$ cat config.mk
export PLATFORM = sky130hd
export DESIGN_NAME = mem_arbiter
export DESIGN_NICKNAME = d
export VERILOG_FILES = /design/src/rtl/mem_arbiter_pkg.sv /design/src/rtl/mem_arbiter_rr.sv /design/src/rtl/mem_arbiter.sv
export SDC_FILE = /design/constraint.sdc
export NUM_CORES = 1
export LEC_CHECK = 0
export ABC_AREA = 1
export BUFFER_PORTS_ARGS = -buffer_cell sky130_fd_sc_hd__buf_2
export CORE_MARGIN = 4
export CORE_UTILIZATION = 49
export CTS_CLUSTER_DIAMETER = 30
export DETAILED_ROUTE_END_ITERATION = 8
export PLACE_DENSITY_LB_ADDON = 0.25
export SYNTH_ARGS = -nofsm -noshare
export SYNTH_HDL_FRONTEND = slang
export SYNTH_SLANG_ARGS = --single-unit
$ cat constraint.sdc
create_clock -name clk -period 2.4 [get_ports clk]
set_clock_uncertainty 0.05 [all_clocks]
set_input_delay 0.36 -clock clk [delete_from_list [all_inputs] [get_ports clk]]
set_output_delay 0.36 -clock clk [all_outputs]
set_load 0.03 [all_outputs]
$ cat src/rtl/mem_arbiter_pkg.sv
// Shared types and default sizing for the two-port memory arbiter.
package mem_arbiter_pkg;

    localparam int unsigned NUM_WORDS_DEF    = 4;
    localparam int unsigned ADDR_W_DEF       = 2;
    localparam int unsigned DATA_W_DEF       = 8;
    localparam int unsigned WRITE_CYCLES_DEF = 2;

    localparam logic OP_READ  = 1'b0;
    localparam logic OP_WRITE = 1'b1;

    typedef enum logic [2:0] {
        IDLE,
        SETUP,
        WRITE,
        HOLD,
        READ,
        RESP
    } state_e;

endpackage

$ cat src/rtl/mem_arbiter_rr.sv
// Two-way round-robin pick; the pointer names the requester favoured on a tie.
module mem_arbiter_rr (
    input  logic clk,
    input  logic reset,
    input  logic req0,
    input  logic req1,
    input  logic advance,
    output logic winner,
    output logic any_req
);

    logic ptr_q;
    logic ptr_d;

    always_comb begin
        any_req = req0 | req1;
        winner  = (req0 && req1) ? ptr_q : req1;
        ptr_d   = advance ? ~winner : ptr_q;
    end

    always_ff @(posedge clk or negedge reset) begin
        if (!reset) begin
            ptr_q <= 1'b0;
        end else begin
            ptr_q <= ptr_d;
        end
    end

endmodule

$ cat src/rtl/mem_arbiter.sv
// Round-robin arbiter and latch-safe access sequencer for an array of mem_word blocks.
module mem_arbiter
    import mem_arbiter_pkg::*;
#(
    parameter int unsigned NUM_WORDS    = NUM_WORDS_DEF,
    parameter int unsigned ADDR_W       = ADDR_W_DEF,
    parameter int unsigned DATA_W       = DATA_W_DEF,
    parameter int unsigned WRITE_CYCLES = WRITE_CYCLES_DEF
) (
    input  logic                        clk,
    input  logic                        reset,
    input  logic                        req0,
    input  logic                        req1,
    input  logic                        op0,
    input  logic                        op1,
    input  logic [ADDR_W-1:0]           addr0,
    input  logic [ADDR_W-1:0]           addr1,
    input  logic [DATA_W-1:0]           wdata0,
    input  logic [DATA_W-1:0]           wdata1,
    output logic                        gnt0,
    output logic                        gnt1,
    output logic                        valid0,
    output logic                        valid1,
    output logic [DATA_W-1:0]           rdata,
    output logic [NUM_WORDS-1:0]        mem_sel,
    output logic                        mem_rw,
    output logic [DATA_W-1:0]           mem_wdata,
    input  logic [NUM_WORDS*DATA_W-1:0] mem_rdata
);

    localparam int unsigned CNT_W = (WRITE_CYCLES > 1) ? $clog2(WRITE_CYCLES) : 1;
    localparam logic [ADDR_W:0] NW_LIM = (ADDR_W+1)'(NUM_WORDS);

    state_e              state_q, state_d;
    logic [CNT_W-1:0]    cnt_q, cnt_d;
    logic                win_q, win_d;
    logic                op_q, op_d;
    logic [ADDR_W-1:0]   addr_q, addr_d;
    logic [DATA_W-1:0]   wdata_q, wdata_d;
    logic [DATA_W-1:0]   rdata_q, rdata_d;
    logic [NUM_WORDS-1:0] sel_q, sel_d;
    logic                rw_q, rw_d;
    logic                gnt0_q, gnt0_d, gnt1_q, gnt1_d;
    logic                valid0_q, valid0_d, valid1_q, valid1_d;

    logic                advance;
    logic                winner;
    logic                any_req;
    logic                in_range_d;
    logic                active_d;
    logic [DATA_W-1:0]   rd_word;

    mem_arbiter_rr u_rr (
        .clk     (clk),
        .reset   (reset),
        .req0    (req0),
        .req1    (req1),
        .advance (advance),
        .winner  (winner),
        .any_req (any_req)
    );

    // Next state, capture registers and the registered bus image for the coming cycle.
    always_comb begin
        state_d  = state_q;
        cnt_d    = cnt_q;
        win_d    = win_q;
        op_d     = op_q;
        addr_d   = addr_q;
        wdata_d  = wdata_q;
        rdata_d  = rdata_q;
        advance  = 1'b0;
        rd_word  = '1;

        // Unselected or missing words read as all ones, so out-of-range reads invert to zero.
        for (int unsigned i = 0; i < NUM_WORDS; i++) begin
            if (addr_q == ADDR_W'(i)) begin
                rd_word = mem_rdata[i*DATA_W +: DATA_W];
            end
        end

        case (state_q)
            IDLE: begin
                if (any_req) begin
                    advance = 1'b1;
                    win_d   = winner;
                    op_d    = winner ? op1    : op0;
                    addr_d  = winner ? addr1  : addr0;
                    wdata_d = winner ? wdata1 : wdata0;
                    state_d = SETUP;
                end
            end
            SETUP: begin
                cnt_d   = '0;
                state_d = (op_q == OP_WRITE) ? WRITE : READ;
            end
            WRITE: begin
                if (cnt_q == CNT_W'(WRITE_CYCLES - 1)) begin
                    state_d = HOLD;
                end else begin
                    cnt_d = cnt_q + 1'b1;
                end
            end
            HOLD:    state_d = RESP;
            READ: begin
                rdata_d = ~rd_word;
                state_d = RESP;
            end
            RESP:    state_d = IDLE;
            default: state_d = IDLE;
        endcase

        in_range_d = ({1'b0, addr_d} < NW_LIM);
        active_d   = state_d inside {SETUP, WRITE, HOLD, READ};
        sel_d      = (active_d && in_range_d) ? (NUM_WORDS'(1) << addr_d) : '0;
        rw_d       = (state_d == WRITE) && in_range_d;
        gnt0_d     = (state_d == SETUP) && !win_d;
        gnt1_d     = (state_d == SETUP) &&  win_d;
        valid0_d   = (state_d == RESP)  && !win_d;
        valid1_d   = (state_d == RESP)  &&  win_d;
    end

    always_ff @(posedge clk or negedge reset) begin
        if (!reset) begin
            state_q  <= IDLE;
            cnt_q    <= '0;
            win_q    <= 1'b0;
            op_q     <= OP_READ;
            addr_q   <= '0;
            wdata_q  <= '0;
            rdata_q  <= '0;
            sel_q    <= '0;
            rw_q     <= 1'b0;
            gnt0_q   <= 1'b0;
            gnt1_q   <= 1'b0;
            valid0_q <= 1'b0;
            valid1_q <= 1'b0;
        end else begin
            state_q  <= state_d;
            cnt_q    <= cnt_d;
            win_q    <= win_d;
            op_q     <= op_d;
            addr_q   <= addr_d;
            wdata_q  <= wdata_d;
            rdata_q  <= rdata_d;
            sel_q    <= sel_d;
            rw_q     <= rw_d;
            gnt0_q   <= gnt0_d;
            gnt1_q   <= gnt1_d;
            valid0_q <= valid0_d;
            valid1_q <= valid1_d;
        end
    end

    assign gnt0      = gnt0_q;
    assign gnt1      = gnt1_q;
    assign valid0    = valid0_q;
    assign valid1    = valid1_q;
    assign rdata     = rdata_q;
    assign mem_sel   = sel_q;
    assign mem_rw    = rw_q;
    assign mem_wdata = wdata_q;

endmodule

Word level (Yosys, flattened, before mapping) --
Cells that the tools add are included.
Word-level totals: ROM bits 0, bits of input ports 58, latch bits 0, flip-flop bits (word level) 34, memories 0, memory bits (writable) 0, output and inout port bits 25
Cells by class: bitwise gates (word level) 3, divide/modulo/power cells 0, $lt $le $gt $ge 0, multiplexer cells 21, $mul 0, shift operators 1, eq/ne operators 12, add/subtract/negate cells 1, reduce and logical (&&, ||, !) cells 12
Operator list (count):
- 8-bit two-way mux | 5
- 3-bit by 2-bit equality test with 1-bit output (second input constant) | 4
- 3-bit case mux with 4 select lines | 1
- 3-bit equality test (second input constant) | 3
- 3-bit two-way mux | 3
- 8-bit NOT | 1
- 1-bit two-way mux | 7
- 3-bit by 1-bit equality test with 1-bit output (second input constant) | 2
- 2-bit two-way mux | 3
- 1-bit logical AND | 5
- 2-bit equality test (second input constant) | 2
- 4-bit two-way mux | 1
- 4-bit nonzero test | 1
- 1-bit by 2-bit left shift with 4-bit output (first input constant) | 1
- 3-bit logical NOT | 1
- 2-bit by 1-bit equality test with 1-bit output (second input constant) | 1
- 2-bit logical NOT | 1
- 1-bit case mux with 2 select lines | 1
- 2-bit AND reduction | 1
- 2-bit nonzero test | 1
- 2-bit OR reduction | 1
- 1-bit adder (second input constant) | 1
- 1-bit logical NOT | 1
- 1-bit NOT | 1
- 1-bit bitwise OR | 1

Longest topological paths before layout --
Gate-level depths: netlist of the first run.
depth in word-level cells 7, gate-level depth with buffers 9

Hierarchy --
Synthesis of the first run repeated with hierarchy kept, for this count alone.
Second synthesis, totals: cell total of the unflattened synthesis 207, area, all modules 1644.1 sq um
By module, submodules not included:
- mem_arbiter | area each 1584.0 sq um, times used 1, sequential area each 825.8 sq um, cells each 198
- mem_arbiter_rr | area each 60.1 sq um, times used 1, sequential area each 25.0 sq um, cells each 9

Worst setup path after synthesis of the first run --
No wires, ideal clock.
path type reg-to-reg, from register state_q[1], to register wdata_q[0], in the netlist mem_wdata[0], stages on the path, launching flop included 8, period minus slack after synthesis 1.268 ns, data arrival time 1.097 ns, buffers on the path 1, required time 2.229 ns, setup slack 1.132 ns, cell sequence dfrtp_1 -> nor2_2 -> nand2_2 -> nor2_8 -> inv_2 -> buf_6 -> nand2_1 -> o21ai_1
Between the ends: cells in the longest elaborated chain, start to end 2
Ends and longest elaborated chain:
- start, declared | line mem_arbiter.sv:34 | state_e state_q, state_d;
- start signal, assigned | line mem_arbiter.sv:139 | state_q <= state_d;
- 3-bit logical NOT | line mem_arbiter.sv:82 | case (state_q)
- 2-bit AND reduction (no line)
- end signal, assigned | line mem_arbiter.sv:144 | wdata_q <= wdata_d;
- end, declared | line mem_arbiter.sv:39 | logic [DATA_W-1:0] wdata_q, wdata_d;
Every way passes these cells. A chain may end at the register's enable or synchronous reset.

Worst setup path after layout of the first run --
from register state_q[1], to register sel_q[1], in the netlist mem_sel[1]
Between the ends: elaborated cells between the ends (all ways) 17, classes of those cells eq/ne (8); shift (1); mux (5); reduce/logical (3)
RTL lines:
- 3-bit logical NOT | line mem_arbiter.sv:82
- 2-bit two-way mux | line mem_arbiter.sv:82
- net addr_d[0] | line mem_arbiter.sv:38 | logic [ADDR_W-1:0] addr_q, addr_d;
- 1-bit by 2-bit left shift with 4-bit output | line mem_arbiter.sv:115 | sel_d = (active_d && in_range_d) ? (NUM_WORDS'(1) << addr_d) : '0;
- 4-bit two-way mux | line mem_arbiter.sv:115
- net sel_d[1] | line mem_arbiter.sv:41 | logic [NUM_WORDS-1:0] sel_q, sel_d;
- end signal, assigned | line mem_arbiter.sv:146 | sel_q <= sel_d;
- end, declared | line mem_arbiter.sv:41
The timed path passes the listed nets, and every way through them passes these cells.

==> summary.md, run 1 <==
| Metric | Value |
|---|---|
| Outcome | `finished, final reports clean` |
| Final core utilization | `65.2%` |
| RSZ-0062 raised after global routing | `no` |
| RD Place Congestion | `0.812` |
| Mapped Nets | `278` |
| TritonCTS Buffers | `5` |
| Setup CP Type | `register to register` |
| Reg2reg start | `state_q[1]` |
| Share of post-route cells with drive strength above 1 | `33.4%` |
| DR iter-0 viols | `84` |
| Slew margin rel. | `52.3%` |
| DRC Markers | `0` |
| Drt pass-1 iters | `4` |
| Final WL | `4.07 mm` |
| Worst EP arrival | `1.72 ns` |
| Setup violators final | `0` |
| Setup crit end kind | `register` |
| Final Total Pwr | `0.00294 W` |
| Leakage | `1.22 nW` |
| Total GRT Usage | `19.8%` |
| Synth Warn # | `0` |
| Via count | `1670` |
| # port buffers | `82` |
| Die Wd | `67.1 um` |
| Initial antenna violation count | `0` |
| Post-synth cell types | `20` |
| Top cells by count, synth | `nand2_1 (42), nor2_1 (42), dfrtp_1 (34)` |
| Via/cell ratio | `4.76` |
| Dpl cells | `343` |
| Vias in the first global route | `1603` |
| Mapped cell area | `1710 um2` |
| Avg WL per Cell | `11.6 um` |
| Multiplexer share of the synthesized area | `0%` |
| R2R setup slack | `0.87 ns` |
| Cts repair resizes | `0` |
| Sequential area share after synthesis | `49.7%` |
| ANT cells | `0` |
| Fmax | `0.654 GHz` |
| Setup_tns | `0 ns` |
| Main synth FF type | `dfrtp_1` |
| First-pass GRT wire length | `6.71 mm` |
| Die height | `67.1 um` |
| Final std cells w/o fill | `351` |
| Area Growth Syn to Fin | `28.2%` |
| Syn Area/Cell | `7.77 um2` |
| Area of the multi-input gates | `708 um2` |
| Slew @ Worst Pin | `0.715 ns` |
| Worst-path fanout max | `17` |
| H-tree depth | `2` |
| # hold bufs at CTS | `0` |
| Post-Synth Adder-Cell Area | `0%` |
| Core area | `3360 um2` |
| Synth Area in XOR/XNOR | `0%` |
| Fin crit period | `1.53 ns` |
| Clock tree root buffer cell | `clkbuf_4` |
| Maximum VDD drop | `0.636 mV` |
| Synth async-reset ratio | `100%` |
| Max cap viols | `0` |
| Top cells by area, synth | `dfrtp_1 (50%), nand2_1 (9.2%), nor2_1 (9.2%)` |
| Share of the synthesized area in the top cell type | `49.7%` |
| Cells after Synth | `220` |
| CTS Buffer Depth | `2` |
| Largest family of logic cells by synthesized area | `simple AND/OR/NAND/NOR gates` |
| Register bit total from synthesis | `34` |
| Post-DP HPWL | `3.21 mm` |
| Clk_lat worst skew | `0.34 ns` |
| Pwr Density | `1340 nW/um2` |
| Largest net degree at the start of global routing | `35` |
| Most area-hungry cell type in the Yosys netlist | `dfrtp_1` |
| Io pins | `83` |
| Cell row count | `21` |
| Period utilization | `63.7%` |
| Clock Sinks | `34` |
| Die area | `4500 um2` |
| Nets | `362` |
| Worst Setup SP | `state_q[1]` |
| CTS tree | `done` |
| Initial Utilization | `50.9%` |
| Clk pin slew, worst setup/hold paths | `0.11 ns` |
| Data required, critical path | `2.59 ns` |
| Post-synthesis compound-gate area fraction | `12.7%` |
| Number of flops mapped to enable cells by yosys | `0` |
| DRT antenna net count | `0` |
| Register area | `851 um2` |
| CP endpoint | `mem_sel[1]` |
| Reg2reg end | `mem_sel[1]` |
| Reg2reg path depth | `8` |
| Setup Fix Bufs, Post-CTS | `0` |
| Congestion Overflow GR | `0` |
| Post-synthesis simple-gate area fraction | `28.7%` |
| Hold Vio Cnt, Final | `0` |
| Fill cell count | `341` |
| CP Launch Type | `register` |
| Min-Delay Path Class | `primary input to async pin` |
| Slew Limit Fails | `0` |
[area by class of cell]
cell class,count,share of cell area (%)
clock buffers,6,2.34
clock inverters,2,0.571
inverters,27,4.62
multi-input cells,154,32.3
flip-flops and latches,34,38.8
well taps,46,2.63
repair buffers,82,18.7
[per-layer routing]
| metal | GRT usage, % | vias to the layer above | routed length, um |
|---|---|---|---|
| li1 | - | 868 | - |
| met1 | 24.4 | 754 | 1770 |
| met2 | 33.0 | 40 | 2020 |
| met3 | 4.55 | 8 | 211 |
| met4 | 7.85 | 0 | 65 |
| met5 | 0 | - | 0 |
[stage by stage]
stage               instance area (um2)  hold WS (ns)  setup slack [ns]
global placement                   2130         0.407             0.907
detailed placement                 2130         0.409             0.870
finish                             2190       0.00763             0.871
CTS                                2190        0.0276             0.860
floorplan                          1710        0.0144              1.13
global route                       2190        0.0757             0.679
[power breakdown]
| group | internal (W) | total, W | switching, W |
|---|---|---|---|
| sequential | 0.000838 | 0.000991 | 0.000153 |
| combinational | 0.000483 | 0.00162 | 0.00113 |
| clock | 0.000141 | 0.000334 | 0.000193 |
| total | 0.00146 | 0.00294 | 0.00148 |
[kinds of logic after synthesis]
family                 count (synthesis)
AOI/OAI and AO/OA                     42
buffers and inverters                 32
DFF                                   34
and+or+nand+nor                      112
[layout by cell type, fill, tap and decap left out]
cell        instances
a21oi_1             3
o22ai_1             2
nor2_2              3
o21ai_0            27
nand2_4             1
inv_2               2
clkinvlp_4          1
buf_2              82
clkbuf_8            1
clkbuf_4            5
inv_1              25
nand2_1            42
o21ai_2             1
nand3_1             7
a31oi_1             1
nand3b_1            2
dfrtp_1            34
o21ai_1             8
nor2_8              1
nor3_1             10
nor2_1             42
clkinv_2            1
nand2_2             4
[critical path, cell delays in order, from the launching register on]
cell	delay [ns]
dfrtp_1	0.44
nor2_2	0.17
nand2_2	0.12
nor2_8	0.21
inv_2	0.16
nand2_1	0.10
nand2_2	0.07
nand2_1	0.06
nor2_1	0.04
[sequential cells by signal, indices dropped and copies added, names as in the netlist]
| name | cells |
|---|---|
| valid1 | 1 |
| state_q | 3 |
| op_q | 1 |
| win_q | 1 |
| rdata | 8 |
| mem_rw | 1 |
| mem_sel | 4 |
| gnt1 | 1 |
| gnt0 | 1 |
| u_rr.ptr_q | 1 |
| cnt_q | 1 |
| mem_wdata | 8 |
| valid0 | 1 |
| addr_q | 2 |
[worst min-delay path by stage]
stage / endpoint / slack (ns) / cells after the start
after floorplan: addr_q[0] / 0.01 / 0
after global placement: mem_wdata[7] / 0.41 / 1
after detailed placement: mem_wdata[7] / 0.41 / 1
after CTS: valid0 / 0.03 / 1
after global routing: valid0 / 0.08 / 1
final: valid0 / 0.008 / 1
(Power assumes the default switching activity.)
==> inputs of run 2 (changes only) <==
- CORE_UTILIZATION: 49 -> 46
- clock period: 2.4 -> 1.5 ns (I/O delays scaled with it)
==> run 2 against run 1 <==
Effect of this change:
- die area is 5.7% higher
- largest cell class unchanged
- power increased by 79%
- wire length rose by 8.1%
- critical path depth unchanged
==> summary.md, run 2 (synthesis gave the netlist of run 1 again) <==
| Metric | Value |
|---|---|
| Outcome | `finished, final reports clean (unchanged)` |
| Slew Limit Fails | `0 (unchanged)` |
| Clk_lat worst skew | `0.28 ns (was 0.34 ns)` |
| Setup WS pre-CTS | `0.0481 ns (was 0.870 ns)` |
| CP Launch Type | `register (unchanged)` |
| Worst-path fanout max | `14 (was 17)` |
| Worst setup margin | `0.0858 ns (was 0.871 ns)` |
| Setup violators final | `0 (unchanged)` |
| Share of post-route cells with drive strength above 1 | `36.3% (was 33.4%)` |
| Placed Area | `2190 um2 (was 2130 um2)` |
| Leakage | `1.29 nW (was 1.22 nW)` |
| Period utilization | `94.3% (was 63.7%)` |
| Initial Utilization | `49.3% (was 50.9%)` |
| Via count | `1763 (was 1670)` |
| Die area | `4760 um2 (was 4500 um2)` |
| Final core utilization | `67.3% (was 65.2%)` |
| Min-Delay Path Class | `primary input to register (was primary input to async pin)` |
| Die Wd | `69.0 um (was 67.1 um)` |
| Slew margin rel. | `81.3% (was 52.3%)` |
| Initial antenna violation count | `0 (unchanged)` |
| DR iter-0 viols | `86 (was 84)` |
| RD Place Congestion | `0.872 (was 0.812)` |
| Nets | `372 (was 362)` |
| Routed met2 length | `2.10 mm (was 2.02 mm)` |
| Congestion Overflow GR | `0 (unchanged)` |
| Avg WL per Cell | `12.2 um (was 11.6 um)` |
| Vias in the first global route | `1600 (was 1603)` |
| CTS Buffer Depth | `2 (unchanged)` |
| Total GRT Usage | `19.7% (was 19.8%)` |
| Via/cell ratio | `4.90 (was 4.76)` |
| Slew @ Worst Pin | `0.281 ns (was 0.715 ns)` |
| Cell row count | `21 (unchanged)` |
| Met1 wire length | `1.91 mm (was 1.77 mm)` |
| Core area | `3470 um2 (was 3360 um2)` |
| Hold endpoint | `mem_wdata[0]` |
| Worst hold start | `wdata1[0]` |
| Setup crit end kind | `register (unchanged)` |
| Clk pin slew, worst setup/hold paths | `0.07 ns (was 0.11 ns)` |
| Max cap viols | `0 (unchanged)` |
| Commonest non-fill, non-tap cell in the layout | `buf_2 (unchanged)` |
| Data required, critical path | `1.63 ns (was 2.59 ns)` |
| DRT antenna net count | `0 (unchanged)` |
| Post-DP HPWL | `3.48 mm (was 3.21 mm)` |
| Drt pass-1 iters | `5 (was 4)` |
| Worst EP arrival | `1.54 ns (was 1.72 ns)` |
| Maximum VDD drop | `1.21 mV (was 0.636 mV)` |
| RSZ-0062 raised after global routing | `yes (was no)` |
| Reg2reg start | `state_q[0] (was state_q[1])` |
| Largest net degree at the start of global routing | `17 (was 35)` |
| R2R setup slack | `0.09 ns (was 0.87 ns)` |
| Io pins | `83 (unchanged)` |
| Hold Vio Cnt, Final | `0 (unchanged)` |
| Clock tree root buffer cell | `clkbuf_8 (was clkbuf_4)` |
| Final WL | `4.40 mm (was 4.07 mm)` |
| Dpl cells | `351 (was 343)` |
| Worst Setup SP | `state_q[0] (was state_q[1])` |
| Final Total Pwr | `0.00526 W (was 0.00294 W)` |
| Pwr Density | `2250 nW/um2 (was 1340 nW/um2)` |
| DRC Markers | `0 (unchanged)` |
| Final std cells w/o fill | `360 (was 351)` |
| H-tree depth | `2 (unchanged)` |
| # port buffers | `82 (unchanged)` |
| Hold path depth | `3` |
| Most frequent cells in the layout | `buf_2 (82), nand2_1 (41), nor2_1 (41), dfrtp_1 (33), o21ai_0 (27) (was buf_2 (82), nand2_1 (42), nor2_1 (42), dfrtp_1 (34), o21ai_0 (27))` |
| Met3 wire len | `329 um (was 211 um)` |
| CTS tree | `done (unchanged)` |
| Post-route cell area | `2330 um2 (was 2190 um2)` |
| Fmax | `0.707 GHz (was 0.654 GHz)` |
| Reg2reg path depth | `8 (unchanged)` |
| First-pass GRT wire length | `6.99 mm (was 6.71 mm)` |
| Setup CP Type | `register to register (unchanged)` |
| TritonCTS Buffers | `5 (unchanged)` |
| ANT cells | `0 (unchanged)` |
| Fin crit period | `1.41 ns (was 1.53 ns)` |
| Clock Sinks | `34 (unchanged)` |
| Reg2reg end | `mem_sel[2] (was mem_sel[1])` |
| Area Growth Syn to Fin | `36.4% (was 28.2%)` |
| Die height | `69.0 um (was 67.1 um)` |
| Max Used Layer | `met4 (unchanged)` |
run 2: cell count changes in the layout (fill, tap and decap cells not counted), sizes merged:
| cell | before | now |
|---|---|---|
| buf | 82 | 91 |
| bufinv | 0 | 1 |
| clkinv | 1 | 0 |
| clkinvlp | 1 | 0 |
| dlygate4sd3 | 0 | 1 |
run 2: what timing repair did:
action | CTS | global route
buffers inserted | 0 | 1
hold endpoints to repair | 11 | 0
hold buffers | 1 | 0
gates resized for setup | 0 | 7
endpoints found under the setup margin | 0 | 13
run 2: critical path: stages (launching register included):
cell and delay [ns]:
dfrtp_1 0.42, nor2_2 0.17, nand2_2 0.12, nor2_8 0.19
inv_4 0.10, nand2_1 0.08, nand2_2 0.07, nand2_1 0.06
nor2_1 0.04
run 2: cell type report:
cell class | count | area [um2]
fill | 332 | 1130
sequential | 34 | 852
multi-input combinational | 154 | 717
timing repair buffer | 92 | 488
inverter | 27 | 106
clock buffer | 6 | 82.6
tap | 46 | 57.6
clock inverter | 1 | 30.0
run 2: stage by stage:
step	TNS [ns]	hold slack, ns
3_5_place_dp	0	0.0728
2_1_floorplan	0	-0.121
5_1_grt	-0.0584	0.152
6_report	0	0.148
4_1_cts	0	0.144
3_3_place_gp	0	0.0708
run 2: metal layers:
metal | global-route usage [%] | vias to the layer above
met1 | 26.6 | 802
li1 | - | 890
met4 | 6.57 | 0
met3 | 5.83 | 9
met2 | 30.4 | 62
met5 | 0 | -
run 2: worst max-delay path by stage:
stage               depth (start not counted)      endpoint  slack (ns)
floorplan                                   7  mem_wdata[0]        0.23
global placement                            8    mem_sel[3]        0.08
detailed placement                          8    mem_sel[2]        0.05
CTS                                         8    mem_sel[2]        0.03
global route                                8    mem_sel[3]       -0.02
finish                                      8    mem_sel[2]        0.09
run 2: power by group:
| group | internal [W] | switching, W |
|---|---|---|
| Combinational | 0.000924 | 0.00189 |
| Clock | 0.000531 | 0.000314 |
| Sequential | 0.00135 | 0.000250 |
